==> config.mk <==
export PLATFORM = sky130hd
export DESIGN_NAME = alu_microsequencer
export DESIGN_NICKNAME = d
export VERILOG_FILES = /design/src/rtl/alu_microsequencer.sv
export SDC_FILE = /design/constraint.sdc
export NUM_CORES = 1
export LEC_CHECK = 0
export ABC_AREA = 1
export BUFFER_PORTS_ARGS = -buffer_cell sky130_fd_sc_hd__buf_2
export CAP_MARGIN = 10
export CORE_UTILIZATION = 54
export DETAILED_ROUTE_END_ITERATION = 6
export PLACE_DENSITY = 0.85
export SKIP_LAST_GASP = 1
export SLEW_MARGIN = 40
export SYNTH_ARGS = -nofsm -noshare
export SYNTH_HDL_FRONTEND = slang
export SYNTH_SLANG_ARGS = --single-unit
==> constraint.sdc <==
create_clock -name Clock -period 4.58 [get_ports Clock]
set_input_delay 0 -clock Clock [delete_from_list [all_inputs] [get_ports Clock]]
set_output_delay 0 -clock Clock [all_outputs]
set_load 0.02 [all_outputs]
==> src/rtl/alu_microsequencer.sv <==
// Hard-wired control sequencer for one three-register ALU instruction per start.
// Every strobe is registered from the next state, so outputs are glitch-free for the whole state.
module alu_microsequencer #(
  parameter int NREGS       = 16,
  parameter int MEM_TIMEOUT = 15
) (
  input  logic             Clock,
  input  logic             clear,
  input  logic             start,
  input  logic [31:0]      ir,
  input  logic             mem_ready,
  output logic             PCout,
  output logic             MARin,
  output logic             IncPC,
  output logic             Zin,
  output logic             Zlowout,
  output logic             Zhighout,
  output logic             PCin,
  output logic             Read,
  output logic             MDRin,
  output logic             MDRout,
  output logic             IRin,
  output logic             Yin,
  output logic             HIin,
  output logic             LOin,
  output logic [NREGS-1:0] Rin,
  output logic [NREGS-1:0] Rout,
  output logic [3:0]       alu_op,
  output logic             busy,
  output logic             done,
  output logic             err
);

  localparam logic [2:0] S_IDLE = 3'd0;
  localparam logic [2:0] S_T0   = 3'd1;
  localparam logic [2:0] S_T1   = 3'd2;
  localparam logic [2:0] S_T2   = 3'd3;
  localparam logic [2:0] S_T3   = 3'd4;
  localparam logic [2:0] S_T4   = 3'd5;
  localparam logic [2:0] S_T5   = 3'd6;
  localparam logic [2:0] S_T6   = 3'd7;

  localparam int B_PCOUT = 0, B_MARIN = 1, B_INCPC = 2, B_ZIN = 3, B_ZLOW = 4;
  localparam int B_ZHIGH = 5, B_PCIN = 6, B_READ = 7, B_MDRIN = 8, B_MDROUT = 9;
  localparam int B_IRIN = 10, B_YIN = 11, B_HIIN = 12, B_LOIN = 13;

  localparam logic [7:0]       TMO     = 8'(MEM_TIMEOUT);
  localparam logic [4:0]       NREGS_W = 5'(NREGS);
  localparam logic [NREGS-1:0] ONE     = NREGS'(1);

  logic [2:0]       state_q, state_d;
  logic [7:0]       wcnt_q, wcnt_d;
  logic [4:0]       opc_q, opc_d;
  logic [3:0]       ra_q, ra_d, rb_q, rb_d, rc_q, rc_d;
  logic [13:0]      strb_q, strb_d;
  logic [NREGS-1:0] rin_q, rin_d, rout_q, rout_d;
  logic [3:0]       alu_q, alu_d;
  logic             busy_q, done_q, done_d, err_q, err_d;
  logic [4:0]       dec_q;
  logic             unused_ir;

  // Returns {legal, alu_code}.
  function automatic logic [4:0] alu_decode(input logic [4:0] opc);
    case (opc)
      5'b00011: alu_decode = {1'b1, 4'd0};
      5'b00100: alu_decode = {1'b1, 4'd1};
      5'b00101: alu_decode = {1'b1, 4'd2};
      5'b00110: alu_decode = {1'b1, 4'd3};
      5'b00111: alu_decode = {1'b1, 4'd4};
      5'b01000: alu_decode = {1'b1, 4'd5};
      5'b01001: alu_decode = {1'b1, 4'd6};
      5'b01010: alu_decode = {1'b1, 4'd7};
      5'b01111: alu_decode = {1'b1, 4'd8};
      5'b10000: alu_decode = {1'b1, 4'd9};
      default:  alu_decode = 5'd0;
    endcase
  endfunction

  function automatic logic is_muldiv(input logic [4:0] opc);
    is_muldiv = (opc == 5'b01111) || (opc == 5'b10000);
  endfunction

  function automatic logic out_of_range(input logic [3:0] idx);
    out_of_range = ({1'b0, idx} >= NREGS_W);
  endfunction

  // MUL/DIV write HI/LO instead of a general register, so ra is not checked for them.
  function automatic logic instr_bad(input logic [4:0] opc, input logic [3:0] ra,
                                     input logic [3:0] rb, input logic [3:0] rc);
    logic [4:0] d;
    d = alu_decode(opc);
    instr_bad = !d[4] || out_of_range(rb) || out_of_range(rc) ||
                (!is_muldiv(opc) && out_of_range(ra));
  endfunction

  assign dec_q     = alu_decode(opc_q);
  assign unused_ir = ^ir[14:0];

  always_comb begin
    state_d = state_q;
    wcnt_d  = wcnt_q;
    opc_d   = opc_q;
    ra_d    = ra_q;
    rb_d    = rb_q;
    rc_d    = rc_q;
    strb_d  = '0;
    rin_d   = '0;
    rout_d  = '0;
    alu_d   = '0;
    done_d  = 1'b0;
    err_d   = 1'b0;

    case (state_q)
      S_IDLE: if (start) state_d = S_T0;
      S_T0: begin
        state_d = S_T1;
        wcnt_d  = '0;
      end
      S_T1: begin
        // Reaching the limit commits the abort; the limit cycle always exits to IDLE.
        if (wcnt_q >= TMO)  state_d = S_IDLE;
        else if (mem_ready) state_d = S_T2;
        else                wcnt_d  = wcnt_q + 8'd1;
      end
      S_T2: begin
        state_d = S_T3;
        opc_d   = ir[31:27];
        ra_d    = ir[26:23];
        rb_d    = ir[22:19];
        rc_d    = ir[18:15];
      end
      S_T3: state_d = instr_bad(opc_q, ra_q, rb_q, rc_q) ? S_IDLE : S_T4;
      S_T4: state_d = S_T5;
      S_T5: state_d = is_muldiv(opc_q) ? S_T6 : S_IDLE;
      default: state_d = S_IDLE;
    endcase

    case (state_d)
      S_T0: begin
        strb_d[B_PCOUT] = 1'b1;
        strb_d[B_MARIN] = 1'b1;
        strb_d[B_INCPC] = 1'b1;
        strb_d[B_ZIN]   = 1'b1;
      end
      S_T1: begin
        strb_d[B_READ]  = 1'b1;
        strb_d[B_MDRIN] = 1'b1;
        if (state_q == S_T0) begin
          strb_d[B_ZLOW] = 1'b1;
          strb_d[B_PCIN] = 1'b1;
        end
        if (wcnt_d == TMO) err_d = 1'b1;
      end
      S_T2: begin
        strb_d[B_MDROUT] = 1'b1;
        strb_d[B_IRIN]   = 1'b1;
      end
      S_T3: begin
        if (instr_bad(opc_d, ra_d, rb_d, rc_d)) begin
          err_d = 1'b1;
        end else begin
          strb_d[B_YIN] = 1'b1;
          rout_d        = ONE << rb_d;
        end
      end
      S_T4: begin
        strb_d[B_ZIN] = 1'b1;
        rout_d        = ONE << rc_q;
        alu_d         = dec_q[3:0];
      end
      S_T5: begin
        strb_d[B_ZLOW] = 1'b1;
        if (is_muldiv(opc_q)) begin
          strb_d[B_LOIN] = 1'b1;
        end else begin
          rin_d  = ONE << ra_q;
          done_d = 1'b1;
        end
      end
      S_T6: begin
        strb_d[B_ZHIGH] = 1'b1;
        strb_d[B_HIIN]  = 1'b1;
        done_d          = 1'b1;
      end
      default: ;
    endcase
  end

  always_ff @(posedge Clock) begin
    if (!clear) begin
      state_q <= S_IDLE;
      wcnt_q  <= '0;
      opc_q   <= '0;
      ra_q    <= '0;
      rb_q    <= '0;
      rc_q    <= '0;
      strb_q  <= '0;
      rin_q   <= '0;
      rout_q  <= '0;
      alu_q   <= '0;
      busy_q  <= 1'b0;
      done_q  <= 1'b0;
      err_q   <= 1'b0;
    end else begin
      state_q <= state_d;
      wcnt_q  <= wcnt_d;
      opc_q   <= opc_d;
      ra_q    <= ra_d;
      rb_q    <= rb_d;
      rc_q    <= rc_d;
      strb_q  <= strb_d;
      rin_q   <= rin_d;
      rout_q  <= rout_d;
      alu_q   <= alu_d;
      busy_q  <= (state_d != S_IDLE);
      done_q  <= done_d;
      err_q   <= err_d;
    end
  end

  assign PCout    = strb_q[B_PCOUT];
  assign MARin    = strb_q[B_MARIN];
  assign IncPC    = strb_q[B_INCPC];
  assign Zin      = strb_q[B_ZIN];
  assign Zlowout  = strb_q[B_ZLOW];
  assign Zhighout = strb_q[B_ZHIGH];
  assign PCin     = strb_q[B_PCIN];
  assign Read     = strb_q[B_READ];
  assign MDRin    = strb_q[B_MDRIN];
  assign MDRout   = strb_q[B_MDROUT];
  assign IRin     = strb_q[B_IRIN];
  assign Yin      = strb_q[B_YIN];
  assign HIin     = strb_q[B_HIIN];
  assign LOin     = strb_q[B_LOIN];
  assign Rin      = rin_q;
  assign Rout     = rout_q;
  assign alu_op   = alu_q;
  assign busy     = busy_q;
  assign done     = done_q;
  assign err      = err_q;

endmodule
# ---- Word level (Yosys, flattened, before mapping)
# Memories as Yosys holds them, arrays and structs flattened. A register that Yosys moved wholly into a read port is not among the register bits.
# Cells that the tools add are included.
dict set report totals {
  rom_bits 480
  mem_count 3
  output_inout_bits 53
  ff_bits 77
  in_bits 36
}
# memory words width rd rd_ports_with_merged_regs wr line
set mem_list {}
lappend mem_list {{(name not given)} 32 5 1 1 0 64} ;# case (opc)
lappend mem_list {{(name not given)} 32 5 1 0 0 64}
lappend mem_list {{(name not given)} 32 5 1 1 0 64}
dict set report classes {
  bitwise_logic 2
  n_addsub 1
  muxes 30
  n_eq_ne 16
  n_reduce_logical 10
  n_lt_le_gt_ge 1
  shifts 3
}
# operator n
set ops {}
lappend ops {{left shift 1 x 4 -> 16 bit, first input constant} 3}
lappend ops {{case mux 16 bit (2 select lines)} 1}
lappend ops {{equality test 3 bit, second input constant} 7}
lappend ops {{two-way mux 3 bit} 7}
lappend ops {{case mux 3 bit (7 select lines)} 1}
lappend ops {{two-way mux 5 bit} 4}
lappend ops {{two-way mux 16 bit} 1}
lappend ops {{two-way mux 8 bit} 2}
lappend ops {{case mux 8 bit (2 select lines)} 1}
lappend ops {{equality test 3 x 2 -> 1 bit, second input constant} 4}
lappend ops {{adder 8 x 1 -> 8 bit, second input constant} 1}
lappend ops {{equality test 8 x 4 -> 1 bit, second input constant} 1}
lappend ops {{greater-or-equal comparator 8 x 4 -> 1 bit, second input constant} 1}
lappend ops {{two-way mux 1 bit} 8}
lappend ops {{AND reduction 2 bit} 4}
lappend ops {{equality test 3 x 1 -> 1 bit, second input constant} 2}
lappend ops {{case mux 1 bit (2 select lines)} 3}
lappend ops {{equality test 5 x 4 -> 1 bit, second input constant} 1}
lappend ops {{equality test 5 bit, second input constant} 1}
lappend ops {{two-way mux 4 bit} 1}
lappend ops {{zero test 3 bit} 1}
lappend ops {{nonzero test 3 bit} 1}
lappend ops {{OR reduction 3 bit} 1}
lappend ops {{two-way mux 2 bit} 1}
lappend ops {{4 further kinds} 5}

# ---- Longest topological paths before layout
# Gate-level depths: netlist of the first run.
dict set report logic_depth {
  ltp_word 8
  depth_mapped 12
  mapped_depth_nobuf 12
}

# ---- Worst setup path before layout of the first run
# No wires, ideal clock.
dict set report synth_timing {
  path_kind {register to register}
  start {reg state_q[1]}
  end {reg rout_q[12] (netlist: Rout[12])}
  stages_incl_launch_ff 12
  path_buffers 2
  arrival_ps 1521
  slack_ps 2939
  setup_ps 120
  synth_period_minus_slack_ps 1641
  cell_sequence {dfxtp_1 nand2_2 nor2_4 buf_6 nand2_1 o21ai_1 nand2_1 nand2_1 nand3_4 buf_6 nand4_1 a21oi_1}
}
dict set report synth_between {
  elab_chain_len 6
}
# item line
set synth_lines {}
lappend synth_lines {{start: declaration} 51} ;# logic [2:0] state_q, state_d;
lappend synth_lines {{start signal: assignment} 205} ;# state_q <= state_d;
lappend synth_lines {{equality test 3 x 2 -> 1 bit} 113} ;# case (state_q)
lappend synth_lines {{two-way mux 5 bit} 113}
lappend synth_lines {{memory read (32 x 5 bit)} --}
lappend synth_lines {{two-way mux 5 bit} 138} ;# case (state_d)
lappend synth_lines {{two-way mux 16 bit} 159} ;# if (instr_bad(opc_d, ra_d, rb_d, rc_d)) begin
lappend synth_lines {{case mux 16 bit (2 select lines) (*)} 138}
lappend synth_lines {{end signal: assignment} 213} ;# rout_q <= rout_d;
lappend synth_lines {{end: declaration} 56} ;# logic [NREGS-1:0] rin_q, rin_d, rout_q, rout_d;
# Every way passes the cells marked *; elsewhere a longest branch is shown, timed or not. The select of a mux whose other input is x is not followed.
# A chain may end at the register's enable or synchronous reset.

# ---- Worst setup path in the final report of the first run
dict set report layout_timing {
  start {reg state_q[0]}
  end {reg err_q (netlist: err)}
}
dict set report layout_between {
  elab_chain_len 6
}
# item line
set layout_lines {}
lappend layout_lines {{equality test 3 x 2 -> 1 bit} 113}
lappend layout_lines {{two-way mux 5 bit} 113}
lappend layout_lines {{memory read (32 x 5 bit)} --}
lappend layout_lines {{two-way mux 5 bit} 138}
lappend layout_lines {{two-way mux 1 bit} 159}
lappend layout_lines {{case mux 1 bit (2 select lines) (*)} 138}
lappend layout_lines {{end signal: assignment} 217} ;# err_q <= err_d;
lappend layout_lines {{end: declaration} 58} ;# logic busy_q, done_q, done_d, err_q, err_d;
# Marks and branches as above.

==> results of run 1 <==
## worst register-to-register path, stage by stage, from the launching register on
cell	delay, ns
dfxtp_1	0.52
nand2_2	0.14
nor2_4	0.53
nand2_1	0.15
o21ai_2	0.10
nand2_1	0.11
o21ai_4	0.40
nand2_1	0.18
nand2_1	0.09
a21oi_1	0.06
## power by group
group	leakage [nW]	internal [mW]	switching (mW)
clock network	0.113	0.325	0.258
logic	1.01	0.0417	0.0823
registers	0.622	0.681	0.0123
total	1.74	1.05	0.353
## stage by stage
stage	cells	hold WS, ns	cell area [um^2]	total power, mW	util (%)
finish	574	0.008633	3954	1.401	70.08
global route	574	0.02597	3954	1.450	70.08
CTS	574	0.001411	3954	1.408	70.08
detailed placement	542	0.2811	3562	0.8193	63.14
global placement	542	0.2783	3562	0.8152	63.14
floorplan	418	0.1384	3239	0.7942	-
## final timing paths
kind	startpoint	slack (ns)	endpoint
max	state_q[0]	2.16	err
min	mem_ready	0.009	strb_q[10]
min reg2reg	wcnt_q[5]	0.46	wcnt_q[5]
max reg2reg	state_q[0]	2.16	err
## cell families (layout without fill, tap and decap cells)
group | Yosys count | after routing | synth area share [%]
adder cells (fa/ha/maj) | 4 | 4 | 1.545
flip-flops | 77 | 77 | 47.59
AND/OR/NAND/NOR | 222 | 222 | 31.94
XOR/XNOR | 1 | 1 | 0.2704
AO/OA/AOI/OAI | 54 | 54 | 10.00
buffers and inverters | 60 | 144 | 8.652
## layout by cell type, fill, tap and decap left out, types with 4 or more instances in the layout
cell type / netlist / final
o21ai_2: 8 / 8
nand3_1: 55 / 55
ha_1: 4 / 4
inv_1: 34 / 33
nand2_2: 6 / 6
dfxtp_1: 77 / 77
dlygate4sd3_1: 0 / 16
clkbuf_8: 0 / 10
nor2_1: 68 / 68
a21oi_1: 31 / 31
o21ai_0: 11 / 11
nand2_1: 51 / 51
inv_2: 3 / 4
nand4_1: 12 / 12
nor3_1: 20 / 20
buf_2: 4 / 73
## area by class of cell
type,count,share of cell area (%)
flip-flops and latches,77,38.99
repair buffers,89,13.29
inverters,39,3.734
well taps,72,2.278
clock buffers,10,3.481
multi-input cells,281,35.85
clock inverters,6,2.373
## what timing repair did
action,CTS,global route
hold buffers,16,0
buffers inserted,0,0
endpoints found under the hold margin,16,0
## sequential cells by signal, summed over array words and instances, names as in the netlist, named ones only
name,flops
Rin,16
Rout,16
strb_q,9
wcnt_q,8
opc_q,5
alu_op,4
ra_q,4
rb_q,4
rc_q,4
state_q,3
busy,1
done,1
err,1
## per-layer routing
layer  wire, um  share of wire (%)  up-vias
met2       3311                 47      126
met3        440                6.3       17
li1           -                  -     1536
met1       3062                 44     1350
met4        160                2.3        0
met5          0                  0        -
==> reports/qor.yml, run 1 <==
sta:
  final.setup.worst_slack_ns: 2.164
  tightest_slew_ns: 0.6921
  skew_ns: 0.009867
  maxSlewViolCount: 0
  fin_crit_sh_pct: 52.76
  hold_viol_final: 0
  rsz0062_at_grt: "false"
  slew_headroom_pct: 53.71
  fin_crit_ns: 2.416
  timing.fmax_mhz: 413.9
  finalSetupTns_ns: 0
  setup_violations: 0
global_routing:
  gr-total-overflow: 0
  met2_usage_pct: 38.72
  antenna_found_initial: 0
  grt_util_all_layers_pct: 23.57
  first_global_vias: 2668
  busiest_layer: "met2"
  grt_max_degree: 32
  grt_pass1_wl_um: 11560
  met3_usage_pct: 4.114
  met1_usage_pct: 29.34
cells_and_area:
  regArea_um2: 1541
  diodes: 0
  syn_to_final_growth_pct: 22.05
  layout.nets: 537
  drive_gt1_share_pct: 23.11
  fillerInstances: 457
  multi_input_area_um2: 1418
synthesis:
  synth_top_cells_by_area: "dfxtp_1 (48%), nand3_1 (8.5%), nor2_1 (7.9%)"
  synth-seq-cells: 77
  yosys.area.top_type: "dfxtp_1"
  syn-cell-area_um2: 3239
  synth-seq-area-share_pct: 47.59
  synth_flop_cell: "dfxtp_1"
  synthCells: 418
  synth_commonest_cells: "dfxtp_1 (77), nor2_1 (68), nand3_1 (55)"
  synthDistinctLibCells: 32
  synth_edf_count: 0
  synthArstFlopShare_pct: 0
  syn_area_per_cell_um2: 7.750
  synth_fp_nets: 458
  synth_most_common_cell: "dfxtp_1"
  yosys_warnings: 0
  synth_top_area_share_pct: 47.59
setup_path:
  cp.required_ns: 4.80
  slowest_stage: "nor2_4"
  path_class: "flip-flop to flip-flop"
  cpLargestDelayFamily: "simple AND/OR/NAND/NOR gates"
  crit_chain: "nand2_2 -> nor2_4 -> nand2_1 -> o21ai_2 -> nand2_1 -> o21ai_4 -> nand2_1 -> nand2_1 -> a21oi_1"
  cp-end-kind: "flip-flop"
  r2r_cells: 9
  crit_fanout: 27
  worstSetupPathDepth: 9
  crit_arrival_ns: 2.64
  cp_slowest_stage_delay_ns: 0.53
  crit_buf_inv: 0
  startpoint_type: "flip-flop"
  cp_common_cell: "nand2_1"
drt:
  vias: 3029
  drcViolationCount: 0
  antenna_left: 0
  routed_wl_um: 6975
  wire_per_inst_um: 12.15
  via_per_inst: 5.277
  drt_iter0_markers: 207
  firstDrtPassIters: 5
floorplan:
  fp-row-count: 27
  die_w_um: 79.45
  start_util_pct: 57.42
  coreArea_um2: 5642
  dieArea_um2: 6312
  die_y_um: 79.45
  io_pins: 89
clock_network:
  cts-root-buf: "clkbuf_8"
  cts_tree: "built"
  htreeDepth: 3
  cts_buffers: 9
  clk_latency_ns: 0.36
  clk_pin_slew_worst_paths_ns: 0.08
  clock_path_buffers: 2
  cts_resized: 0
  cts_num_sinks: 77
placement:
  gp_congestion: 0.8885
  port_buffers: 73
  preCtsSetupSlack_ns: 2.236
  dpl.hpwl_um: 4744
pwr:
  p_per_area_nw_per_um2: 354.4
  irDropWorstVdd_mv: 0.2112
  leakagePower_nw: 1.745
hold_path:
  whs_path_depth: 3
  hold_class: "primary input to flip-flop"
status:
  status: "completed"
job:
  cap_violations: 0
(Power assumes the default switching activity.)
==> run 2, diff against run 1 <==
- ABC_AREA: 1 -> 0
- CORE_UTILIZATION: 54 -> 51
- PLACE_DENSITY: 0.85 -> 0.82
- clock period: 4.58 -> 2.4 ns (I/O delays scaled with it)
==> run 2 against run 1 <==
Compared with the run above: clock skew is 0.00098 ns lower; count of clock-buffer cells in the layout did not move; first-iteration DRC count is 22% lower; critical path depth fell by 3; cell count shrank 13%; critical path type unchanged; routed wire length fell by 1.3%; final area shrank 3.3%; largest cell class unchanged; via count decreased by 8.6%; area after synthesis fell by 4.6%.
==> reports/qor.yml, run 2 <==
status:
  status: "completed"
pwr:
  irDropWorstVdd_mv: 0.4700
  p_switching_mw: 0.6162
  switching_share_pct: 24.13
  leakagePower_nw: 1.619
  total_power_mw: 2.553
  p_per_area_nw_per_um2: 667.8
  p_int_mw: 1.937
  seqPwrFrac_pct: 49.0
  p_comb_share_pct: 8.9
  pwr-share-clk_pct: 42.1
clock_network:
  cts_resized: 0
  clk_latency_ns: 0.34
  cts-root-buf: "clkbuf_8"
  cts_buffers: 9
  cts_num_sinks: 73
  clk_pin_slew_worst_paths_ns: 0.08
  cts_tree: "built"
  clock_path_buffers: 2
  htreeDepth: 3
setup_path:
  startpoint_type: "flip-flop"
  cp.required_ns: 2.62
  cp-end-kind: "flip-flop"
  reg2reg_to: "Rout[4]"
  path_class: "flip-flop to flip-flop"
  crit_arrival_ns: 2.39
  ff2ff_setup_slack_ns: 0.24
  reg2reg_from: "state_q[0]"
  crit_fanout: 17
  r2r_cells: 6
synthesis:
  yosys.area.top_type: "dfxtp_1"
  synthCells: 342
  synth_top_area_share_pct: 47.29
  synth_top_cells_by_area: "dfxtp_1 (47%), nand2_1 (6.6%), nor2_1 (2.4%)"
  synth-seq-area-share_pct: 47.29
  syn_area_per_cell_um2: 9.036
  synthArstFlopShare_pct: 0
  yosys_warnings: 0
  synth_commonest_cells: "dfxtp_1 (73), nand2_1 (54), nor2_1 (20)"
  synthDistinctLibCells: 57
  syn-cell-area_um2: 3090
  synth_fp_nets: 382
  synth_edf_count: 0
  synth-seq-cells: 73
  synth_most_common_cell: "dfxtp_1"
  synth_flop_cell: "dfxtp_1"
global_routing:
  met3_usage_pct: 6.857
  grt_pass1_wl_um: 10740
  first_global_vias: 2359
  antenna_found_initial: 0
  met2_usage_pct: 35.73
  busiest_layer: "met2"
  met1_usage_pct: 27.78
  gr-total-overflow: 0
  grt_util_all_layers_pct: 22.26
  grt_max_degree: 21
sta:
  finalSetupTns_ns: 0
  timing.hold.ws_ns: 0.005782
  fin_crit_ns: 2.165
  maxSlewViolCount: 0
  fin_crit_sh_pct: 90.20
  rsz0062_at_grt: "false"
  slew_headroom_pct: 56.37
  timing.fmax_mhz: 461.9
  hold_viol_final: 0
  final.setup.worst_slack_ns: 0.2353
  tightest_slew_ns: 0.6537
  setup_violations: 0
  skew_ns: 0.008891
cells_and_area:
  instances_no_fill: 499
  final_util_pct: 67.37
  final_cell_mix: "dfxtp_1 (73), buf_2 (73), nand2_1 (54)"
  syn_to_final_growth_pct: 23.72
  drive_gt1_share_pct: 25.76
  fillerInstances: 438
  design_area_um2: 3824
  diodes: 0
  layout.nets: 462
drt:
  drcViolationCount: 0
  wire_per_inst_um: 13.80
  drt_iter0_markers: 161
  routed_wl_um: 6885
  vias: 2769
  via_per_inst: 5.549
  firstDrtPassIters: 6
  antenna_left: 0
placement:
  post-place-cells: 469
  dpl.hpwl_um: 4741
  preCtsSetupSlack_ns: 0.2952
  gp_congestion: 0.9678
  port_buffers: 73
  placed_area_um2: 3456
floorplan:
  coreArea_um2: 5675
  dieArea_um2: 6375
  start_util_pct: 54.45
  fp-row-count: 27
  die_y_um: 79.85
  die_w_um: 79.85
  io_pins: 89
hold_path:
  hold_start: "clear"
  hold_class: "primary input to flip-flop"
  whs_path_depth: 2
  min_to: "busy"
job:
  cap_violations: 0
## run 2: cell types whose count changed in the layout (fill, tap and decap cells not counted), sizes merged, moves of 8 or more
cell / delta
and2: +11
a21oi: -16
nor2: -50
nand4: -9
nor2b: +10
o41ai: +8
nor4: +10
inv: -27
o21ai: -15
nand3: -42
## run 2: cells by family after synthesis
| kind of cell | after synthesis | synth area share [%] |
|---|---|---|
| AND/OR/NAND/NOR | 169 | 30.45 |
| flip-flops | 73 | 47.29 |
| AO/OA/AOI/OAI | 52 | 12.15 |
| buffers and inverters | 35 | 5.830 |
| XOR/XNOR | 6 | 1.700 |
| adder cells (fa/ha/maj) | 4 | 1.619 |
| multiplexers | 3 | 0.9717 |
## run 2: final cells by class
| type | count | area, um^2 | share of cell area, % |
|---|---|---|---|
| well taps | 72 | 90.09 | 2.356 |
| flip-flops and latches | 73 | 1461 | 38.22 |
| multi-input cells | 234 | 1449 | 37.89 |
| clock buffers | 10 | 137.6 | 3.599 |
| repair buffers | 94 | 558.0 | 14.59 |
| clock inverters | 6 | 90.09 | 2.356 |
| inverters | 10 | 37.54 | 0.9817 |
## run 2: worst max-delay path: stages, from the launching register on
cell and delay [ns]:
dfxtp_1 0.55, and3b_1 0.27, mux2i_1 0.34, a21boi_2 0.26
a21oi_2 0.04, buf_4 0.19, o41ai_1 0.39
## run 2: worst max path at each step
stage / startpoint / endpoint / slack, ns
after floorplan: opc_q[0] / strb_q[13] / 0.55
after global placement: state_q[1] / Rout[14] / 0.38
after detailed placement: state_q[0] / Rout[5] / 0.30
after CTS: state_q[1] / Rout[7] / 0.28
after global routing: state_q[1] / Rout[7] / 0.08
final: state_q[0] / Rout[4] / 0.24
## run 2: power groups by stage
| stage | sequential (mW) | clock (mW) | combinational [mW] |
|---|---|---|---|
| after CTS | 1.25 | 1.09 | 0.226 |
| after detailed placement | 1.28 | 0 | 0.208 |
| final | 1.25 | 1.07 | 0.228 |
| after global routing | 1.25 | 1.15 | 0.248 |
| after global placement | 1.28 | 0 | 0.204 |
| after floorplan | 1.28 | 0 | 0.150 |
## run 2: layer usage
layer  vias up  share of wire [%]
li1       1353                  -
met3        10                8.4
met5         -                  0
met4         0                1.1
met1      1272                 43
met2       134                 47
## run 2: what timing repair did
| action | 4_1_cts | 5_1_grt |
|---|---|---|
| buffers inserted | 0 | 0 |
| hold buffers | 14 | 0 |
| setup endpoints to repair | 0 | 0 |
| endpoints found under the hold margin | 13 | 0 |
